$ cat src/rtl/novck_pkg.sv
// -----------------------------------------------------------------------------
// novck_pkg
// Shared definitions for the two-phase non-overlapping clock monitor:
//   - novck_state_t     : phase-tracking FSM states
//   - NOVCK_CNT_W_DEF   : default gap counter / gap output width
//   - NOVCK_MIN_GAP_DEF : default minimum legal gap, in CK cycles
// -----------------------------------------------------------------------------
package novck_pkg;

  localparam int NOVCK_CNT_W_DEF   = 8;
  localparam int NOVCK_MIN_GAP_DEF = 2;

  // IDLE waits for a phase-1 rise so every measurement starts on PH1.
  typedef enum logic [2:0] {
    IDLE  = 3'd0,
    P1_HI = 3'd1,
    GAP12 = 3'd2,
    P2_HI = 3'd3,
    GAP21 = 3'd4
  } novck_state_t;

endpackage : novck_pkg

$ cat src/rtl/novck_sync.sv
// -----------------------------------------------------------------------------
// novck_sync
// Single-bit multi-flop synchronizer bringing an asynchronous phase clock into
// the CK domain. Depth is clamped to at least two flops.
//
// Ports:
//   CK  in  sampling clock, rising edge
//   RST in  synchronous active-high reset (all stages cleared)
//   d   in  asynchronous input
//   q   out synchronized output (last stage)
// -----------------------------------------------------------------------------
module novck_sync #(
  parameter int SYNC_STAGES = 2
) (
  input  logic CK,
  input  logic RST,
  input  logic d,
  output logic q
);

  localparam int N = (SYNC_STAGES < 2) ? 2 : SYNC_STAGES;

  logic [N-1:0] sync_q;
  logic [N-1:0] sync_d;

  always_comb begin
    sync_d = {sync_q[N-2:0], d};
  end

  // NOTE: clocked state uses non-blocking (<=) so every flop samples the
  // pre-edge value of its neighbour; blocking here would collapse the chain.
  always_ff @(posedge CK) begin
    if (RST) begin
      sync_q <= '0;
    end else begin
      sync_q <= sync_d;
    end
  end

  assign q = sync_q[N-1];

endmodule : novck_sync

$ cat src/rtl/novck_monitor.sv
// -----------------------------------------------------------------------------
// novck_monitor
// Receiving-end checker for a two-phase non-overlapping clock pair. Samples
// PH1/PH2 with the faster CK, tracks the PH1 -> gap -> PH2 -> gap sequence,
// measures both non-overlap gaps in CK cycles and flags overlap, short-gap and
// out-of-sequence errors. locked indicates a clean full period was observed.
//
// Ports:
//   CK          in   sampling clock, rising edge
//   RST         in   synchronous active-high reset
//   PH1, PH2    in   phase clocks under test, asynchronous to CK
//   clr_err     in   one-cycle pulse clearing the sticky error flags
//   gap12       out  last PH1-fall to PH2-rise gap (CK cycles, saturating)
//   gap21       out  last PH2-fall to PH1-rise gap (CK cycles, saturating)
//   meas_valid  out  one-cycle pulse when gap21 updates (period complete)
//   overlap_err out  sticky: PH1 and PH2 seen high together
//   gap_err     out  sticky: a latched gap was below MIN_GAP
//   seq_err     out  sticky: same phase seen twice with no other between
//   locked      out  high after a clean full period, low on any error
//
// Optional build macro NOVCK_MON_MINMAX_EN adds:
//   gap_min     out  smallest latched gap since reset/clr_err (reset all-ones)
//   gap_max     out  largest latched gap since reset/clr_err (reset zero)
// -----------------------------------------------------------------------------
module novck_monitor
  import novck_pkg::*;
#(
  parameter int SYNC_STAGES = 2,
  parameter int CNT_W       = NOVCK_CNT_W_DEF,
  parameter int MIN_GAP     = NOVCK_MIN_GAP_DEF
) (
  input  logic             CK,
  input  logic             RST,
  input  logic             PH1,
  input  logic             PH2,
  input  logic             clr_err,
  output logic [CNT_W-1:0] gap12,
  output logic [CNT_W-1:0] gap21,
  output logic             meas_valid,
  output logic             overlap_err,
  output logic             gap_err,
  output logic             seq_err,
  output logic             locked
`ifdef NOVCK_MON_MINMAX_EN
  ,
  output logic [CNT_W-1:0] gap_min,
  output logic [CNT_W-1:0] gap_max
`endif
);

  localparam logic [CNT_W-1:0] CNT_MAX   = '1;
  localparam logic [CNT_W-1:0] CNT_ONE   = CNT_W'(1);
  localparam logic [CNT_W-1:0] MIN_GAP_C = CNT_W'(MIN_GAP);

  // ---------------------------------------------------------------------------
  // Synchronizers
  // ---------------------------------------------------------------------------
  logic s1;
  logic s2;

  novck_sync #(.SYNC_STAGES(SYNC_STAGES)) u_sync_ph1 (
    .CK  (CK),
    .RST (RST),
    .d   (PH1),
    .q   (s1)
  );

  novck_sync #(.SYNC_STAGES(SYNC_STAGES)) u_sync_ph2 (
    .CK  (CK),
    .RST (RST),
    .d   (PH2),
    .q   (s2)
  );

  // ---------------------------------------------------------------------------
  // State
  // ---------------------------------------------------------------------------
  novck_state_t     state_q,       state_d;
  logic [CNT_W-1:0] cnt_q,         cnt_d;
  logic [CNT_W-1:0] gap12_q,       gap12_d;
  logic [CNT_W-1:0] gap21_q,       gap21_d;
  logic             meas_valid_q,  meas_valid_d;
  logic             overlap_err_q, overlap_err_d;
  logic             gap_err_q,     gap_err_d;
  logic             seq_err_q,     seq_err_d;
  logic             locked_q,      locked_d;
  // Only the phase-1 edge is needed: IDLE aligns on PH1 and every other
  // transition is decided on phase levels.
  logic             p1_q,          p1_d;
  // Set when a short gap12 was latched in the period now in progress, so the
  // period's completion can withhold lock.
  logic             period_err_q,  period_err_d;

  logic             s1_rise;
  logic             gap_short;
  logic [CNT_W-1:0] cnt_inc;
  logic             overlap_set;
  logic             gap_set;
  logic             seq_set;

  assign s1_rise   = s1 & ~p1_q;
  assign gap_short = (cnt_q < MIN_GAP_C);
  assign cnt_inc   = (cnt_q == CNT_MAX) ? cnt_q : cnt_q + 1'b1;

  // NOTE: every signal written here gets a default first, so no path leaves
  // it unassigned and no latch is inferred.
  always_comb begin
    state_d      = state_q;
    cnt_d        = cnt_q;
    gap12_d      = gap12_q;
    gap21_d      = gap21_q;
    meas_valid_d = 1'b0;
    locked_d     = locked_q;
    period_err_d = period_err_q;
    p1_d         = s1;
    overlap_set  = 1'b0;
    gap_set      = 1'b0;
    seq_set      = 1'b0;

    if (s1 && s2) begin
      // Overlap overrides everything: abandon the period and realign on PH1.
      overlap_set = 1'b1;
      locked_d    = 1'b0;
      state_d     = IDLE;
    end else begin
      case (state_q)
        IDLE: begin
          if (s1_rise) begin
            state_d      = P1_HI;
            period_err_d = 1'b0;
          end
        end

        P1_HI: begin
          if (!s1) begin
            state_d = GAP12;
            cnt_d   = CNT_ONE;
          end
        end

        GAP12: begin
          if (s2) begin
            gap12_d = cnt_q;
            state_d = P2_HI;
            if (gap_short) begin
              gap_set      = 1'b1;
              period_err_d = 1'b1;
            end
          end else if (s1) begin
            seq_set      = 1'b1;
            locked_d     = 1'b0;
            state_d      = P1_HI;
            period_err_d = 1'b0;
          end else begin
            cnt_d = cnt_inc;
          end
        end

        P2_HI: begin
          if (!s2) begin
            state_d = GAP21;
            cnt_d   = CNT_ONE;
          end
        end

        GAP21: begin
          if (s1) begin
            gap21_d      = cnt_q;
            meas_valid_d = 1'b1;
            gap_set      = gap_short;
            locked_d     = ~(period_err_q | gap_short);
            state_d      = P1_HI;
            period_err_d = 1'b0;
          end else if (s2) begin
            seq_set  = 1'b1;
            locked_d = 1'b0;
            state_d  = P2_HI;
          end else begin
            cnt_d = cnt_inc;
          end
        end

        default: begin
          state_d = IDLE;
        end
      endcase
    end

    // Sticky flags: a new detection wins over a simultaneous clear.
    overlap_err_d = overlap_set | (overlap_err_q & ~clr_err);
    gap_err_d     = gap_set     | (gap_err_q     & ~clr_err);
    seq_err_d     = seq_set     | (seq_err_q     & ~clr_err);
  end

  always_ff @(posedge CK) begin
    if (RST) begin
      state_q       <= IDLE;
      cnt_q         <= '0;
      gap12_q       <= '0;
      gap21_q       <= '0;
      meas_valid_q  <= 1'b0;
      overlap_err_q <= 1'b0;
      gap_err_q     <= 1'b0;
      seq_err_q     <= 1'b0;
      locked_q      <= 1'b0;
      p1_q          <= 1'b0;
      period_err_q  <= 1'b0;
    end else begin
      state_q       <= state_d;
      cnt_q         <= cnt_d;
      gap12_q       <= gap12_d;
      gap21_q       <= gap21_d;
      meas_valid_q  <= meas_valid_d;
      overlap_err_q <= overlap_err_d;
      gap_err_q     <= gap_err_d;
      seq_err_q     <= seq_err_d;
      locked_q      <= locked_d;
      p1_q          <= p1_d;
      period_err_q  <= period_err_d;
    end
  end

  assign gap12       = gap12_q;
  assign gap21       = gap21_q;
  assign meas_valid  = meas_valid_q;
  assign overlap_err = overlap_err_q;
  assign gap_err     = gap_err_q;
  assign seq_err     = seq_err_q;
  assign locked      = locked_q;

`ifdef NOVCK_MON_MINMAX_EN
  // ---------------------------------------------------------------------------
  // Min/max tracking over every latched gap (either direction)
  // ---------------------------------------------------------------------------
  logic [CNT_W-1:0] gap_min_q, gap_min_d;
  logic [CNT_W-1:0] gap_max_q, gap_max_d;
  logic             gap_latch;

  // Mirrors the latch conditions above; overlap has priority, hence the
  // opposite-phase-low terms.
  assign gap_latch = ((state_q == GAP12) && s2 && !s1) ||
                     ((state_q == GAP21) && s1 && !s2);

  always_comb begin
    // clr_err restarts tracking; a gap latched in the same cycle is the first
    // sample of the new window.
    gap_min_d = clr_err ? CNT_MAX : gap_min_q;
    gap_max_d = clr_err ? '0      : gap_max_q;
    if (gap_latch) begin
      if (cnt_q < gap_min_d) gap_min_d = cnt_q;
      if (cnt_q > gap_max_d) gap_max_d = cnt_q;
    end
  end

  always_ff @(posedge CK) begin
    if (RST) begin
      gap_min_q <= CNT_MAX;
      gap_max_q <= '0;
    end else begin
      gap_min_q <= gap_min_d;
      gap_max_q <= gap_max_d;
    end
  end

  assign gap_min = gap_min_q;
  assign gap_max = gap_max_q;
`endif

endmodule : novck_monitor

$ cat config.mk
export PLATFORM = sky130hd
export DESIGN_NAME = novck_monitor
export DESIGN_NICKNAME = d
export VERILOG_FILES = /design/src/rtl/novck_pkg.sv /design/src/rtl/novck_sync.sv /design/src/rtl/novck_monitor.sv
export SDC_FILE = /design/constraint.sdc
export NUM_CORES = 1
export LEC_CHECK = 0
export BUFFER_PORTS_ARGS = -buffer_cell sky130_fd_sc_hd__buf_2
export CORE_MARGIN = 2
export CORE_UTILIZATION = 35
export CTS_CLUSTER_DIAMETER = 120
export CTS_CLUSTER_SIZE = 10
export DETAILED_ROUTE_END_ITERATION = 10
export GPL_TIMING_DRIVEN = 0
export PLACE_DENSITY_LB_ADDON = 0.12
export SLEW_MARGIN = 25
export SYNTH_ARGS = -nofsm -noshare
export SYNTH_HDL_FRONTEND = slang
export SYNTH_SLANG_ARGS = --single-unit
$ cat constraint.sdc
create_clock -name CK -period 2 [get_ports CK]
set_input_delay 0.3 -clock CK [delete_from_list [all_inputs] [get_ports CK]]
set_output_delay 0.3 -clock CK [all_outputs]
set_load 0.05 [all_outputs]
# Word-level counts from Yosys, hierarchy flattened

Index checks and enable logic that the tools add are counted.

Register bits after elaboration: 38
Output and inout bits: 21

Multiplexer cells: 38
Bitwise logic cells: 13
Magnitude comparators: 1
Equal/unequal tests: 16
$add $sub $neg: 1
Reduce and logical (&&, ||, !) cells: 13

Operators with widths:

| kind                | number |
|---|---|
| $mux 8              | 7 |
| $pmux 8 s4          | 1 |
| $mux 3              | 7 |
| $mux 1              | 18 |
| $pmux 3 s5          | 1 |
| $ne 2x2->1 const B  | 7 |
| $add 8x1->8 const B | 1 |
| $eq 8x8->1 const B  | 1 |
| $lt 8x2->1 const B  | 1 |
| $reduce_and 4->1    | 2 |
| $reduce_and 8->1    | 1 |
| $eq 3x2->1 const B  | 2 |
| $ne 3x1->1 const B  | 2 |
| $pmux 1 s2          | 3 |
| $reduce_and 3->1    | 2 |
| $not 1->1           | 5 |
| $reduce_and 5->1    | 1 |
| $and 1x1->1         | 4 |
| $or 1x1->1          | 4 |
| $reduce_bool 4->1   | 1 |
| $eq 3x1->1 const B  | 1 |
| $eq 3x3->1 const B  | 1 |
| $logic_not 3->1     | 1 |
| $ne 3x3->1 const B  | 1 |
| other kinds (7)     | 7 |

# Longest topological paths before layout

Word-level depth: 6
Gate-level depth with buffers: 6
Gate-level depth less buffers: 5

# By module

A second synthesis with hierarchy kept.

Cells, all modules: 207
Area, all modules: 1725.4 um^2

By module, submodules not included:

| module        | seq. area each (um^2) | instances | cells an instance | area each (um^2) |
|---|---|---|---|---|
| novck_monitor | 680.7                 | 1         | 199               | 1620.3 |
| novck_sync    | 40.0                  | 2         | 4                 | 52.6 |

# Worst setup path after synthesis

No wires, ideal clock.

Path type: register -> register
Start point: reg cnt_q[1]
End point: reg cnt_q[6]
Slack: 0.529 ns
Data arrival time: 1.334 ns
Cell stages (with the launch flop): 6
Cell sequence: dfxtp_1 > ha_1 > and2_1 > or3b_1 > a22oi_1 > a211oi_2

Longest elaborated chain between the ends: 5

RTL lines:

| what                                      | RTL line                                   | RTL |
|---|---|---|
| from (decl)                               | novck_monitor.sv:79                        | `logic [CNT_W-1:0] cnt_q, cnt_d;` |
| from (signal assigned)                    | novck_monitor.sv:210                       | `cnt_q <= cnt_d;` |
| $add 8x1->8 or $eq 8x8->1 (tied branches) | novck_monitor.sv:103                       | `assign cnt_inc = (cnt_q == CNT_MAX) ? cnt_q : cnt_q + 1'b1;` |
| $mux 8 (*)                                | novck_monitor.sv:103                       |  |
| $mux 8 (on tied branches)                 | novck_monitor.sv:174, novck_monitor.sv:149 |  |
| $mux 8 (on tied branches)                 | novck_monitor.sv:167, novck_monitor.sv:142 |  |
| $pmux 8 s4 (*)                            | novck_monitor.sv:126                       | `case (state_q)` |

Mark *: on every way between the ends. The rest lies on a longest branch, timed or not. The select of a mux whose other input is x is not followed.
A chain may end at the register's enable or synchronous reset.

# Final worst setup path

Same ends and word-level chain as after synthesis.

==> flow_summary.toml <==
[outcome]
status = "complete, no violations"

[setup_path]
cp-start-kind = "register"
cp.arrival_ns = 1.86
worstRegToRegCells = 5
ff2ff_setup_slack_ns = 0.29
critPathCaptureType = "register"
path_max_fanout = 7
worstSetupPathType = "reg -> reg"
r2r-start = "cnt_q[1]$_SDFFE_PP0P_"
cp.required_ns = 2.15
reg2reg_to = "cnt_q[6]$_SDFFE_PP0P_"

[logic_synthesis]
yosys_warnings = 0
synth.largest_area_cell = "dfxtp_1"
yosysTopAreaCellShare = 0.409
syn_nets = 214
synth_area_sq_um = 1860
synth_ff_type = "dfxtp_1"
synth_common_cells = "dfxtp_1 (38), a21oi_1 (22), nand2_1 (21)"
synth_seq_cells = 38
synth_edf_count = 0
ys_types = 51
netlist_top_cells_area = "dfxtp_1 (41%), a21oi_1 (5.9%), mux2i_1 (4.8%)"
synthArstFlopShare = 0
synthCells = 208
yosysMostFrequentCell = "dfxtp_1"
yosysSeqAreaShare = 0.409
synth_area_per_cell_sq_um = 8.94

[run]
cap_violations = 0

[timing]
setup_violations = 0
final.setup_skew_ns = 0.00469
rsz0062_at_grt = "false"
fin_ws_ns = 0.286
relSlewSlack = 0.562
fin_crit_sh = 0.857
fmax_ghz = 0.583
period_needed_ns = 1.71
setup_tns_ns = 0
final_hold_viol_count = 0
finalMaxSlewViolations = 0
worst_slew_pin_slew_ns = 0.657

[floorplanning]
core_sq_um = 5110
initial_core_util = 0.364
io_pins = 26
die_y_um = 76.9
die_w_um = 76.9
die-area_sq_um = 5920
row_count = 26

[global_route]
grt-ovfl-total = 0
grt_max_degree = 12
antenna_found_initial = 0
grt_pass1_wl_um = 7360
grt_pass1_vias = 1437
grt_usage = 0.159

[placement]
pre_cts_ws_ns = 0.289
place.gp.congestion = 0.804
port_buffers = 24
dp_hpwl_um = 3100

[final_layout]
drive_above_1_share = 0.243
antenna_cells = 0
layout.nets = 245
utilization = 0.427
fillerInstances = 527
area.growth.synth_to_final_pct = 17.2

[cts]
cts_resized = 0
numCtsBuffers = 5
cts_tree = "yes"
clkTransAtPathRegs_ns = 0.07
cts_sinks = 38
clock_latency_ns = 0.29
cts_max_level = 2
postCtsHoldBufs = 0
cts_buffer_depth = 2
cts_setup_buffers = 0
cts_root_buf = "clkbuf_8"

[detailed_routing]
wl_um = 4460
antenna_left = 0
vias = 1571
wire_per_inst_um = 14.4
drc_errors = 0
detail_route.vias_per_cell = 5.08
drt_iter0_drc = 109
drtPass1Iterations = 4

[worst_hold_path]
hold_depth = 2
hp-start = "PH2"
whs_endpoint = "u_sync_ph2.sync_q[0]$_SDFF_PP0_"
min_path_type = "in -> reg"

[pwr]
vdd_drop_max_v = 0.000256
power_density_nw_per_um2 = 716
p_leak_nw = 0.850
## where the power goes
group          total, mW  switching [mW]  internal (mW)
Sequential         0.774         0.00763          0.767
Clock              0.664           0.265          0.399
Combinational      0.123          0.0791         0.0444
Total               1.56           0.352           1.21
## cells in the final DEF, fill, tap and decap left out, types with 2 or more instances in the layout
cell,Yosys,routed
inv_1,6,6
mux2i_1,9,9
dfxtp_1,38,38
nand4_1,2,2
nor3_1,8,8
a311oi_2,3,3
a31oi_1,2,2
buf_2,9,33
a21oi_1,22,22
nand3_1,13,13
o21ai_0,2,2
clkbuf_8,0,6
or3_1,2,2
nor4_1,2,2
buf_4,3,3
a22oi_1,2,2
nor2b_1,9,9
clkbuf_1,4,4
nor2_1,15,15
and4bb_1,2,2
a21o_1,3,3
nand2_1,21,21
o21ai_1,2,2
## routing by layer
layer  share of wire  global-route usage  vias up
met2            0.45               0.239       39
li1                -                   -      798
met5               0                   0        -
met3           0.042              0.0353        5
met1            0.50               0.226      729
met4           0.011              0.0491        0
## worst max-delay path, cell delays in order, from the launching register on
cell      delay [ns]
dfxtp_1         0.47
ha_1            0.27
and2_1          0.24
or3b_1          0.36
a22oi_1         0.17
a211oi_2        0.06
## state kept, by name, indices dropped and copies added, names as in the netlist, 2 cells and up
register	count
gap12	8
gap21	8
u_sync_ph2.sync_q	2
state_q	3
u_sync_ph1.sync_q	2
cnt_q	8
## stage by stage
stage	hold slack [ns]	power [mW]	std cells	cell area, sq um
floorplan	0.414	0.884	208	1860
global placement	0.420	0.916	302	2070
detailed placement	0.427	0.915	302	2070
CTS	0.203	1.59	309	2180
global route	0.231	1.64	309	2180
finish	0.214	1.56	309	2180
## cell families after synthesis
group / count (synthesis) / share of synthesized area
and+or+nand+nor: 85 / 0.261
AOI/OAI and AO/OA: 49 / 0.201
DFF: 38 / 0.409
buffers and inverters: 24 / 0.0605
muxes: 9 / 0.0484
xor gates and xnor gates: 2 / 0.0135
adders and majority gates: 1 / 0.00672
## worst max-delay path by stage
| stage | from | end |
|---|---|---|
| after floorplan | cnt_q[1]$_SDFFE_PP0P_ | cnt_q[6]$_SDFFE_PP0P_ |
| after global placement | cnt_q[1]$_SDFFE_PP0P_ | cnt_q[6]$_SDFFE_PP0P_ |
| after detailed placement | cnt_q[1]$_SDFFE_PP0P_ | cnt_q[6]$_SDFFE_PP0P_ |
| after CTS | cnt_q[1]$_SDFFE_PP0P_ | cnt_q[6]$_SDFFE_PP0P_ |
| after global routing | cnt_q[1]$_SDFFE_PP0P_ | cnt_q[6]$_SDFFE_PP0P_ |
| final | cnt_q[1]$_SDFFE_PP0P_ | cnt_q[6]$_SDFFE_PP0P_ |
## area by class of cell
cell class	instances	area (sq um)	share of cell area
flip-flops and latches	38	761	0.349
inverters	7	26.3	0.0120
clock inverters	1	30.0	0.0138
plain buffers	17	86.3	0.0396
clock buffers	6	82.6	0.0379
well taps	70	87.6	0.0402
repair buffers	24	120	0.0551
multi-input cells	146	987	0.453
Note: power is estimated with default switching activity, not from simulation.
